### config.mk
export PLATFORM = sky130hd
export DESIGN_NAME = ladybird_program_loader_flat
export DESIGN_NICKNAME = d
export VERILOG_FILES = /design/src/rtl/ladybird_program_loader_if.sv /design/src/rtl/ladybird_program_loader.sv /design/src/flat_wrapper.sv
export SDC_FILE = /design/constraint.sdc
export NUM_CORES = 1
export LEC_CHECK = 0
export ABC_AREA = 1
export CAP_MARGIN = 30
export CORE_MARGIN = 3
export CORE_UTILIZATION = 25
export DETAILED_ROUTE_END_ITERATION = 8
export GPL_TIMING_DRIVEN = 0
export PLACE_DENSITY = 0.52
export SLEW_MARGIN = 0
export SYNTH_ARGS = -nofsm -noshare
export SYNTH_HDL_FRONTEND = slang
export SYNTH_SLANG_ARGS = --single-unit
### constraint.sdc
create_clock -name clk -period 5.1 [get_ports clk]
set_input_delay 1.275 -clock clk [delete_from_list [all_inputs] [get_ports clk]]
set_output_delay 1.275 -clock clk [all_outputs]
set_load 0.02 [all_outputs]
### src/rtl/ladybird_program_loader_if.sv
// ladybird_bus: single-beat write bus between a primary (loader) and the
// instruction-bus arbitrator. The primary holds req/addr/data/wstrb until gnt.
interface ladybird_bus #(
  parameter int XLEN   = 32,
  parameter int ADDR_W = 32
);
  localparam int WB = XLEN / 8;

  logic              req;
  logic [ADDR_W-1:0] addr;
  logic [XLEN-1:0]   data;
  logic [WB-1:0]     wstrb;
  logic              gnt;

  modport primary   (output req, addr, data, wstrb, input  gnt);
  modport secondary (input  req, addr, data, wstrb, output gnt);
endinterface

### src/rtl/ladybird_program_loader.sv
// ladybird_program_loader: receives a framed program image byte by byte,
// writes it word by word into instruction RAM, verifies an XOR checksum,
// returns a 'K'/'E' acknowledgement and releases the core on success.
module ladybird_program_loader #(
  parameter int                XLEN        = 32,
  parameter int                ADDR_W      = 32,
  parameter logic [ADDR_W-1:0] BASE_ADDR   = '0,
  parameter int                MAX_WORDS   = 1024,
  parameter int                COUNT_BYTES = 2
) (
  input  logic         clk,
  input  logic         anrst,
  input  logic [7:0]   i_data,
  input  logic         i_valid,
  output logic         i_ready,
  output logic [7:0]   o_data,
  output logic         o_valid,
  input  logic         o_ready,
  input  logic         reload,
  ladybird_bus.primary bus,
  output logic         core_nrst,
  output logic         done,
  output logic         error
);

  localparam int WB    = XLEN / 8;
  localparam int CNT_W = 8 * COUNT_BYTES;
  localparam int K_W   = $clog2(MAX_WORDS + 1);
  localparam int HI_W  = (COUNT_BYTES > 1) ? $clog2(COUNT_BYTES) : 1;
  localparam int BI_W  = (WB > 1) ? $clog2(WB) : 1;
  localparam int CMP_W = CNT_W + 33;

  typedef enum logic [2:0] {
    S_HEADER, S_PAYLOAD, S_WRITE, S_CHECK, S_OK_ACK, S_ERR_ACK, S_RUN
  } state_e;

  state_e            state_q, state_d;
  logic [CNT_W-1:0]  count_q, count_d;
  logic [HI_W-1:0]   hdr_idx_q, hdr_idx_d;
  logic [BI_W-1:0]   byte_idx_q, byte_idx_d;
  logic [XLEN-1:0]   word_q, word_d;
  logic [K_W-1:0]    k_q, k_d;
  logic [ADDR_W-1:0] addr_q, addr_d;
  logic [7:0]        xor_q, xor_d;
  logic              reload_pend_q, reload_pend_d;
  logic              error_q, error_d;

  logic             accept;
  logic             hdr_last;
  logic             byte_last;
  logic             k_last;
  logic [CNT_W-1:0] count_shift;
  logic             rearm;
  logic             restart;

  assign accept      = i_valid && i_ready;
  assign hdr_last    = (hdr_idx_q == HI_W'(COUNT_BYTES - 1));
  assign byte_last   = (byte_idx_q == BI_W'(WB - 1));
  assign k_last      = ((CMP_W'(k_q) + CMP_W'(1)) == CMP_W'(count_q));
  assign count_shift = (count_q >> 8) | (CNT_W'(i_data) << (CNT_W - 8));
  // A reload outside WRITE acts at once; inside WRITE it waits for the grant
  // so the in-flight word is never abandoned mid-handshake.
  assign rearm   = (reload && (state_q != S_WRITE)) ||
                   ((state_q == S_WRITE) && bus.gnt && (reload_pend_q || reload));
  assign restart = rearm || ((state_q == S_ERR_ACK) && o_ready);

  // State register.
  always_ff @(posedge clk or negedge anrst) begin
    if (!anrst) state_q <= S_HEADER;
    else        state_q <= state_d;
  end

  // Datapath registers: header count, word assembly, word index, address, checksum.
  always_ff @(posedge clk or negedge anrst) begin
    if (!anrst) begin
      count_q       <= '0;
      hdr_idx_q     <= '0;
      byte_idx_q    <= '0;
      word_q        <= '0;
      k_q           <= '0;
      addr_q        <= BASE_ADDR;
      xor_q         <= '0;
      reload_pend_q <= 1'b0;
      error_q       <= 1'b0;
    end else begin
      count_q       <= count_d;
      hdr_idx_q     <= hdr_idx_d;
      byte_idx_q    <= byte_idx_d;
      word_q        <= word_d;
      k_q           <= k_d;
      addr_q        <= addr_d;
      xor_q         <= xor_d;
      reload_pend_q <= reload_pend_d;
      error_q       <= error_d;
    end
  end

  // Next-state decode; reload overrides everything except an open write.
  always_comb begin
    state_d = state_q;
    case (state_q)
      S_HEADER: begin
        if (accept && hdr_last) begin
          if (CMP_W'(count_shift) > CMP_W'(MAX_WORDS)) state_d = S_ERR_ACK;
          else if (count_shift == '0)                  state_d = S_CHECK;
          else                                         state_d = S_PAYLOAD;
        end
      end
      S_PAYLOAD: if (accept && byte_last) state_d = S_WRITE;
      S_WRITE: begin
        if (bus.gnt) begin
          if (reload_pend_q || reload) state_d = S_HEADER;
          else if (k_last)             state_d = S_CHECK;
          else                         state_d = S_PAYLOAD;
        end
      end
      S_CHECK:   if (accept) state_d = ((xor_q ^ i_data) == 8'h00) ? S_OK_ACK : S_ERR_ACK;
      S_OK_ACK:  if (o_ready) state_d = S_RUN;
      S_ERR_ACK: if (o_ready) state_d = S_HEADER;
      S_RUN:     state_d = S_RUN;
      default:   state_d = S_HEADER;
    endcase
    if (reload && (state_q != S_WRITE)) state_d = S_HEADER;
  end

  // Datapath next values.
  always_comb begin
    count_d       = count_q;
    hdr_idx_d     = hdr_idx_q;
    byte_idx_d    = byte_idx_q;
    word_d        = word_q;
    k_d           = k_q;
    addr_d        = addr_q;
    xor_d         = xor_q;
    reload_pend_d = reload_pend_q;
    error_d       = error_q;
    if (accept) xor_d = xor_q ^ i_data;
    case (state_q)
      S_HEADER: begin
        if (accept) begin
          count_d   = count_shift;
          hdr_idx_d = hdr_last ? '0 : hdr_idx_q + HI_W'(1);
        end
      end
      S_PAYLOAD: begin
        if (accept) begin
          word_d[8*byte_idx_q +: 8] = i_data;
          byte_idx_d                = byte_last ? '0 : byte_idx_q + BI_W'(1);
        end
      end
      S_WRITE: begin
        if (reload) reload_pend_d = 1'b1;
        if (bus.gnt) begin
          k_d    = k_q + K_W'(1);
          addr_d = addr_q + ADDR_W'(WB);
        end
      end
      default: ;
    endcase
    if ((state_d == S_ERR_ACK) && (state_q != S_ERR_ACK)) error_d = 1'b1;
    if (state_d == S_OK_ACK) error_d = 1'b0;
    if (restart) begin
      count_d    = '0;
      hdr_idx_d  = '0;
      byte_idx_d = '0;
      k_d        = '0;
      addr_d     = BASE_ADDR;
      xor_d      = '0;
    end
    if (rearm) begin
      reload_pend_d = 1'b0;
      error_d       = 1'b0;
    end
  end

  // Outputs decoded from registered state only.
  always_comb begin
    i_ready   = (state_q == S_HEADER) || (state_q == S_PAYLOAD) || (state_q == S_CHECK);
    o_valid   = (state_q == S_OK_ACK) || (state_q == S_ERR_ACK);
    o_data    = (state_q == S_OK_ACK)  ? 8'h4B :
                (state_q == S_ERR_ACK) ? 8'h45 : 8'h00;
    core_nrst = (state_q == S_RUN);
    done      = (state_q == S_RUN);
    error     = error_q;
    bus.req   = (state_q == S_WRITE);
    bus.addr  = addr_q;
    bus.data  = word_q;
    bus.wstrb = (state_q == S_WRITE) ? '1 : '0;
  end

endmodule

### src/flat_wrapper.sv
// flat-port wrapper written by rule: the top's interface ports become plain ports
module ladybird_program_loader_flat 
#(
  parameter int                XLEN        = 32,
  parameter int                ADDR_W      = 32,
  parameter logic [ADDR_W-1:0] BASE_ADDR   = '0,
  parameter int                MAX_WORDS   = 1024,
  parameter int                COUNT_BYTES = 2
)
  (clk, anrst, i_data, i_valid, i_ready, o_data, o_valid, o_ready, reload, core_nrst, done, error, bus_req, bus_addr, bus_data, bus_wstrb, bus_gnt);
  ladybird_bus #(.XLEN(XLEN), .ADDR_W(ADDR_W)) bus_i ();
  input  logic clk;
  input  logic anrst;
  input  logic [7:0] i_data;
  input  logic i_valid;
  output logic i_ready;
  output logic [7:0] o_data;
  output logic o_valid;
  input  logic o_ready;
  input  logic reload;
  output logic core_nrst;
  output logic done;
  output logic error;
  output wire logic [$bits(bus_i.req)-1:0] bus_req;
  output wire logic [$bits(bus_i.addr)-1:0] bus_addr;
  output wire logic [$bits(bus_i.data)-1:0] bus_data;
  output wire logic [$bits(bus_i.wstrb)-1:0] bus_wstrb;
  input wire logic [$bits(bus_i.gnt)-1:0] bus_gnt;
  assign bus_req = bus_i.req;
  assign bus_addr = bus_i.addr;
  assign bus_data = bus_i.data;
  assign bus_wstrb = bus_i.wstrb;
  assign bus_i.gnt = bus_gnt;
  ladybird_program_loader #(.XLEN(XLEN), .ADDR_W(ADDR_W), .BASE_ADDR(BASE_ADDR), .MAX_WORDS(MAX_WORDS), .COUNT_BYTES(COUNT_BYTES)) u_core (.clk(clk), .anrst(anrst), .i_data(i_data), .i_valid(i_valid), .i_ready(i_ready), .o_data(o_data), .o_valid(o_valid), .o_ready(o_ready), .reload(reload), .bus(bus_i), .core_nrst(core_nrst), .done(done), .error(error));
endmodule
Word-level counts from Yosys, hierarchy flattened

Index checks and enable logic that the tools add are counted.

Muxes and demuxes: 42
Eq/ne operators: 12
Reductions and logical operators: 30
Bitwise operators: 2
$lt $le $gt $ge: 1
Shift-type cells: 2
Add/subtract/negate cells: 6

Operators with widths:

| kind                      | number |
|---|---|
| $mux W32                  | 3 |
| $eq A49 B16 Y1            | 1 |
| $mux W16                  | 3 |
| $neg A5 Y34               | 1 |
| $shift A8 B34 Y32 const A | 1 |
| $shiftx A8 B34 Y32        | 1 |
| $mux W11                  | 3 |
| $add A32 B3 Y32 const B   | 1 |
| $bwmux W32                | 1 |
| $mux W3                   | 9 |
| $mux W8                   | 3 |
| $pmux W3 S7               | 1 |
| $gt A16 B11 Y1 const B    | 1 |
| $logic_not A16 Y1         | 1 |
| $or A8 B16 Y16            | 1 |
| $eq A3 B3 Y1 const B      | 5 |
| $reduce_bool A2 Y1        | 7 |
| $add A11 B1 Y12 const B   | 1 |
| $mux W2                   | 6 |
| $add A11 B1 Y11 const B   | 1 |
| $mux W1                   | 11 |
| $reduce_and A2 Y1         | 5 |
| $logic_and A1 B1 Y1       | 8 |
| $logic_not A8 Y1          | 1 |
| 13 further kinds          | 19 |

Flip-flop bits (word level): 107
Output and inout bits: 82

Logic depth before layout (Yosys ltp)

Depth in word-level cells: 13
Gate-level depth with buffers: 16

Worst setup path after synthesis

Ideal clock, no wire load.

Path type: flip-flop to output port
From: reg u_core.state_q[2]
To: out o_data[0]
Arrival: 1.413 ns
Path buffers: 1
Path slack: 2.412 ns
Cell stages (with the launch flop): 4
Path through: dfrtp_1 -> inv_2 -> o21ai_0 -> buf_4

Longest elaborated chain between the ends: 3
Elaborated cells between the ends (all ways): 4
Those cells by class: 2 x eq/ne; 2 x mux

RTL lines:

| item                   | line                           | RTL |
|---|---|---|
| start, declared        | ladybird_program_loader.sv:37  | `state_e state_q, state_d;` |
| start signal, assigned | ladybird_program_loader.sv:70  | `else state_q <= state_d;` |
| $eq A3 B3 Y1           | ladybird_program_loader.sv:181 | `(state_q == S_ERR_ACK) ? 8'h45 : 8'h00;` |
| $mux W7                | ladybird_program_loader.sv:181 |  |
| $mux W8 (*)            | ladybird_program_loader.sv:180 | `o_data = (state_q == S_OK_ACK) ? 8'h4B :` |
| end, declared          | flat_wrapper.sv:17             | `output logic [7:0] o_data;` |

Mark *: on every way between the ends. The rest lies on a longest branch, timed or not.

Final worst setup path

From: in reload
To: reg u_core.count_q[4]

Longest elaborated chain between the ends: 6
Elaborated cells between the ends (all ways): 9
Those cells by class: 1 x mux; 8 x reduce/logical

RTL lines:

| item                         | line                          | RTL |
|---|---|---|
| start, declared              | flat_wrapper.sv:20            | `input logic reload;` |
| $logic_or A1 B1 Y1           | ladybird_program_loader.sv:64 | `((state_q == S_WRITE) && bus.gnt && (reload_pend_q \|\| reload));` |
| $logic_and A1 B1 Y1          | ladybird_program_loader.sv:64 |  |
| $logic_or A1 B1 Y1 (*)       | ladybird_program_loader.sv:63 | `assign rearm = (reload && (state_q != S_WRITE)) \|\|` |
| $logic_or A1 B1 Y1 (*)       | ladybird_program_loader.sv:65 | `assign restart = rearm \|\| ((state_q == S_ERR_ACK) && o_ready);` |
| $reduce_bool A2 Y1 (no line) | -                             |  |
| $reduce_and A2 Y1 (no line)  | -                             |  |
| end signal, assigned         | ladybird_program_loader.sv:86 | `count_q <= count_d;` |
| end, declared                | ladybird_program_loader.sv:38 | `logic [CNT_W-1:0] count_q, count_d;` |

Marked as above.
A chain may end at the register's enable or synchronous reset.

==> impl_metrics.ini <==
[timing]
hold_viol = 0
rsz0062_at_grt = false
slew_violations = 0
fmax_ghz = 0.296
period_minus_slack_ns = 3.37
maxSlewHeadroom_pct = 37.8
setup_viol = 0
clock_skew_ns = 0.00949
timing.final.crit_share_pct = 66.1
worstMarginPinSlew_ns = 0.926

[critical_path]
arrival_ns = 3.63
r2r_slack_ns = 2.67
r2r_start = u_core.state_q[0]$_DFF_PN0_
crit_chain = clkdlybuf4s50_1 > nor2_1 > a21oi_2 > a21oi_2 > inv_1 > buf_1 > a211oi_1
critical-path-max-stage-delay_ns = 0.48
endpoint_kind = flop
r2r-end = u_core.bus.addr[30]$_DFFE_PN0P_
r2r_cells = 9
worstPathMaxFanout = 10
cpMaxStageDelayCell = nor2_1
required_ns = 5.36
critPathKind = in2reg
crit_top_cell = a21oi_2
critPathLaunchType = input port

[drt]
drcViolationCount = 0
post_drt_wl_per_cell_um = 14.4
dr.pass1.iters = 5
num_vias = 5131
first_iter_violations = 196
drtAntennaViolNets = 0
via_per_inst = 4.61
wl_mm = 16.0

[clocking]
cts_max_level = 3
cts.sink_count = 105
root_buffer = clkbuf_16
clock_latency_ns = 0.36
numCtsBuffers = 9
clk_pin_slew_ns = 0.08
cts_resized = 0
tritoncts = yes
cts_setup_buffers = 0
clk_path_buf_depth = 2
hold_buffers = 0

[grt]
antenna_found_initial = 0
globalRouteOverflowTotal = 0
grt.total_usage_pct = 13.2
grt_max_degree = 60
grt_pass1_wl_mm = 26.0
grt_pass1_vias = 5026

[layout]
layout.nets = 849
antenna_cells = 0
syn2layout_area_growth_pct = 27.8
stdcell_count = 1112
drive_above_1_share_pct = 6.97
final_util_pct = 32.7

[floorplan]
dieWidth_um = 156
dieArea_sq_um = 24400
start_util_pct = 25.6
coreArea_sq_um = 22000
fp-row-count = 54
die_h_um = 156
ios = 96

[placement]
placed_cells = 1096
dp_hpwl_mm = 11.8
io_buffer_count = 86
gp_congestion = 0.789

[synth]
syn_area_per_cell_sq_um = 7.78
ys_top_cells_by_count = 151 x nand2_1, 105 x dfrtp_1, 84 x inv_1, 78 x nor2_1, 66 x nand3_1
ys.flop_type = dfrtp_1
ys_types = 39
ys_seq_elements = 105
yosys.area.top_type = dfrtp_1
synthTopCellsByArea = dfrtp_1 47%, nand2_1 10%, nand3_1 5.9%, inv_1 5.6%, nor2_1 5.2%
yosysMostFrequentCell = nand2_1
syn_area_sq_um = 5640
synth_enable_flop_cells = 0
ys_seq_area_share_pct = 46.6
ys_warn_count = 0
synth_top_cell_area_share_pct = 46.6
async_reset_ff_share_pct = 100
synth_cells = 725

[hold_path]
hold_class = reg2reg
hold_end = u_core.bus.data[11]$_DFFE_PN0P_
hold_depth = 1
worstHoldStart = u_core.bus.data[11]$_DFFE_PN0P_

[pwr]
p_comb_share_pct = 33.7
clockPowerShare_pct = 27.5
p_sw_w = 0.00100
p_seq_share_pct = 38.8
max-vdd-ir-drop_uv = 218
internal_power_w = 0.00175
p_leak_nw = 3.17
power_density_nw_per_um2 = 381
power.share.switching_pct = 36.4

[outcome]
outcome = finished clean

[run]
maxCapViolations = 0
[registers in the layout, indices dropped and copies added (netlist names)]
name	flops
u_core.bus.data	32
u_core.bus.addr	30
u_core.count_q	16
u_core.k_q	11
u_core.xor_q	8
u_core.state_q	3
u_core.byte_idx_q	2
u_core.error	1
u_core.hdr_idx_q	1
u_core.reload_pend_q	1
[power by group through the flow]
stage	Combinational (W)	Sequential, W	Clock [W]
floorplan	0.000549	0.00112	0
global placement	0.000930	0.00108	0
detailed placement	0.000939	0.00108	0
CTS	0.000944	0.00107	0.000778
global route	0.00104	0.00109	0.000812
finish	0.000925	0.00107	0.000756
[through the flow]
step           hold slack [ns]  area [sq um]  worst slack, ns  setup TNS [ns]  total power (W)
2_1_floorplan            0.505          5660             2.41               0          0.00166
5_1_grt                  0.515          7210             1.51               0          0.00294
4_1_cts                  0.506          7210             1.69               0          0.00279
3_5_place_dp             0.484          6900             1.37               0          0.00202
3_3_place_gp             0.476          6870            -1.69         -176.03          0.00201
6_report                 0.496          7210             1.73               0          0.00275
[cell usage in the layout, fill, tap and decap left out, drive strengths merged, types with 2 or more instances in the layout]
cell,synthesis,routed
a211oi,14,14
a21oi,37,37
a31oi,2,2
buf,20,22
bufinv,0,2
clkbuf,13,25
clkdlybuf4s50,0,85
conb,1,5
dfrtp,105,105
ha,8,8
inv,88,89
nand2,157,157
nand3,67,67
nand4,14,14
nor2,89,89
nor3,15,15
nor3b,2,2
nor4,5,5
o21a,11,11
o21ai,56,56
o22ai,7,7
xnor2,2,2
xor2,6,6
[final cells by class]
cell class              instances  area (sq um)
well taps                     280           350
clock buffers                  12           236
inverters                      88           330
clock inverters                 4          76.3
flip-flops and latches        105          2630
fillers                      2358         14800
multi-input cells             503          2520
repair buffers                 87           890
plain buffers                  33           178
[worst max-delay path by stage]
| stage | startpoint | end | slack [ns] | cells past startpoint |
|---|---|---|---|---|
| 2_1_floorplan | u_core.state_q[2]$_DFF_PN0_ | o_data[0] | 2.41 | 3 |
| 4_1_cts | u_core.state_q[2]$_DFF_PN0_ | o_data[0] | 1.69 | 4 |
| 6_report | reload | u_core.count_q[4]$_DFFE_PN0P_ | 1.73 | 7 |
| 5_1_grt | reload | u_core.bus.addr[30]$_DFFE_PN0P_ | 1.51 | 7 |
| 3_3_place_gp | anrst | u_core.bus.data[28]$_DFFE_PN0P_ | -1.69 | 1 |
| 3_5_place_dp | reload | u_core.count_q[4]$_DFFE_PN0P_ | 1.37 | 7 |
[metal layers]
metal | wire (um) | vias to the layer above | track usage (%) | share of wire, %
met4 | 152 | 0 | 2.71 | 0.95
li1 | - | 2568 | - | -
met2 | 7310 | 135 | 21.1 | 46
met5 | 0 | - | 0 | 0
met3 | 951 | 13 | 4.11 | 6.0
met1 | 7550 | 2415 | 17.8 | 47
[cells by family (layout without fill, tap and decap cells)]
logic type	after synthesis	in the layout	share of synthesized area, %
AO/OA/AOI/OAI	132	132	13.5
XOR/XNOR	8	8	1.24
adder cells (fa/ha/maj)	8	8	1.77
buffers and inverters	121	224	9.01
flip-flops	105	105	46.6
other	1	5	0.0665
AND/OR/NAND/NOR	350	350	27.8
[worst max-delay path, delay by kind of cell]
family,cells,cell delay (ns)
compound gates,3,0.78
buf+inv,3,1.09
simple gates,1,0.48
Note: power is estimated with default switching activity, not from simulation.
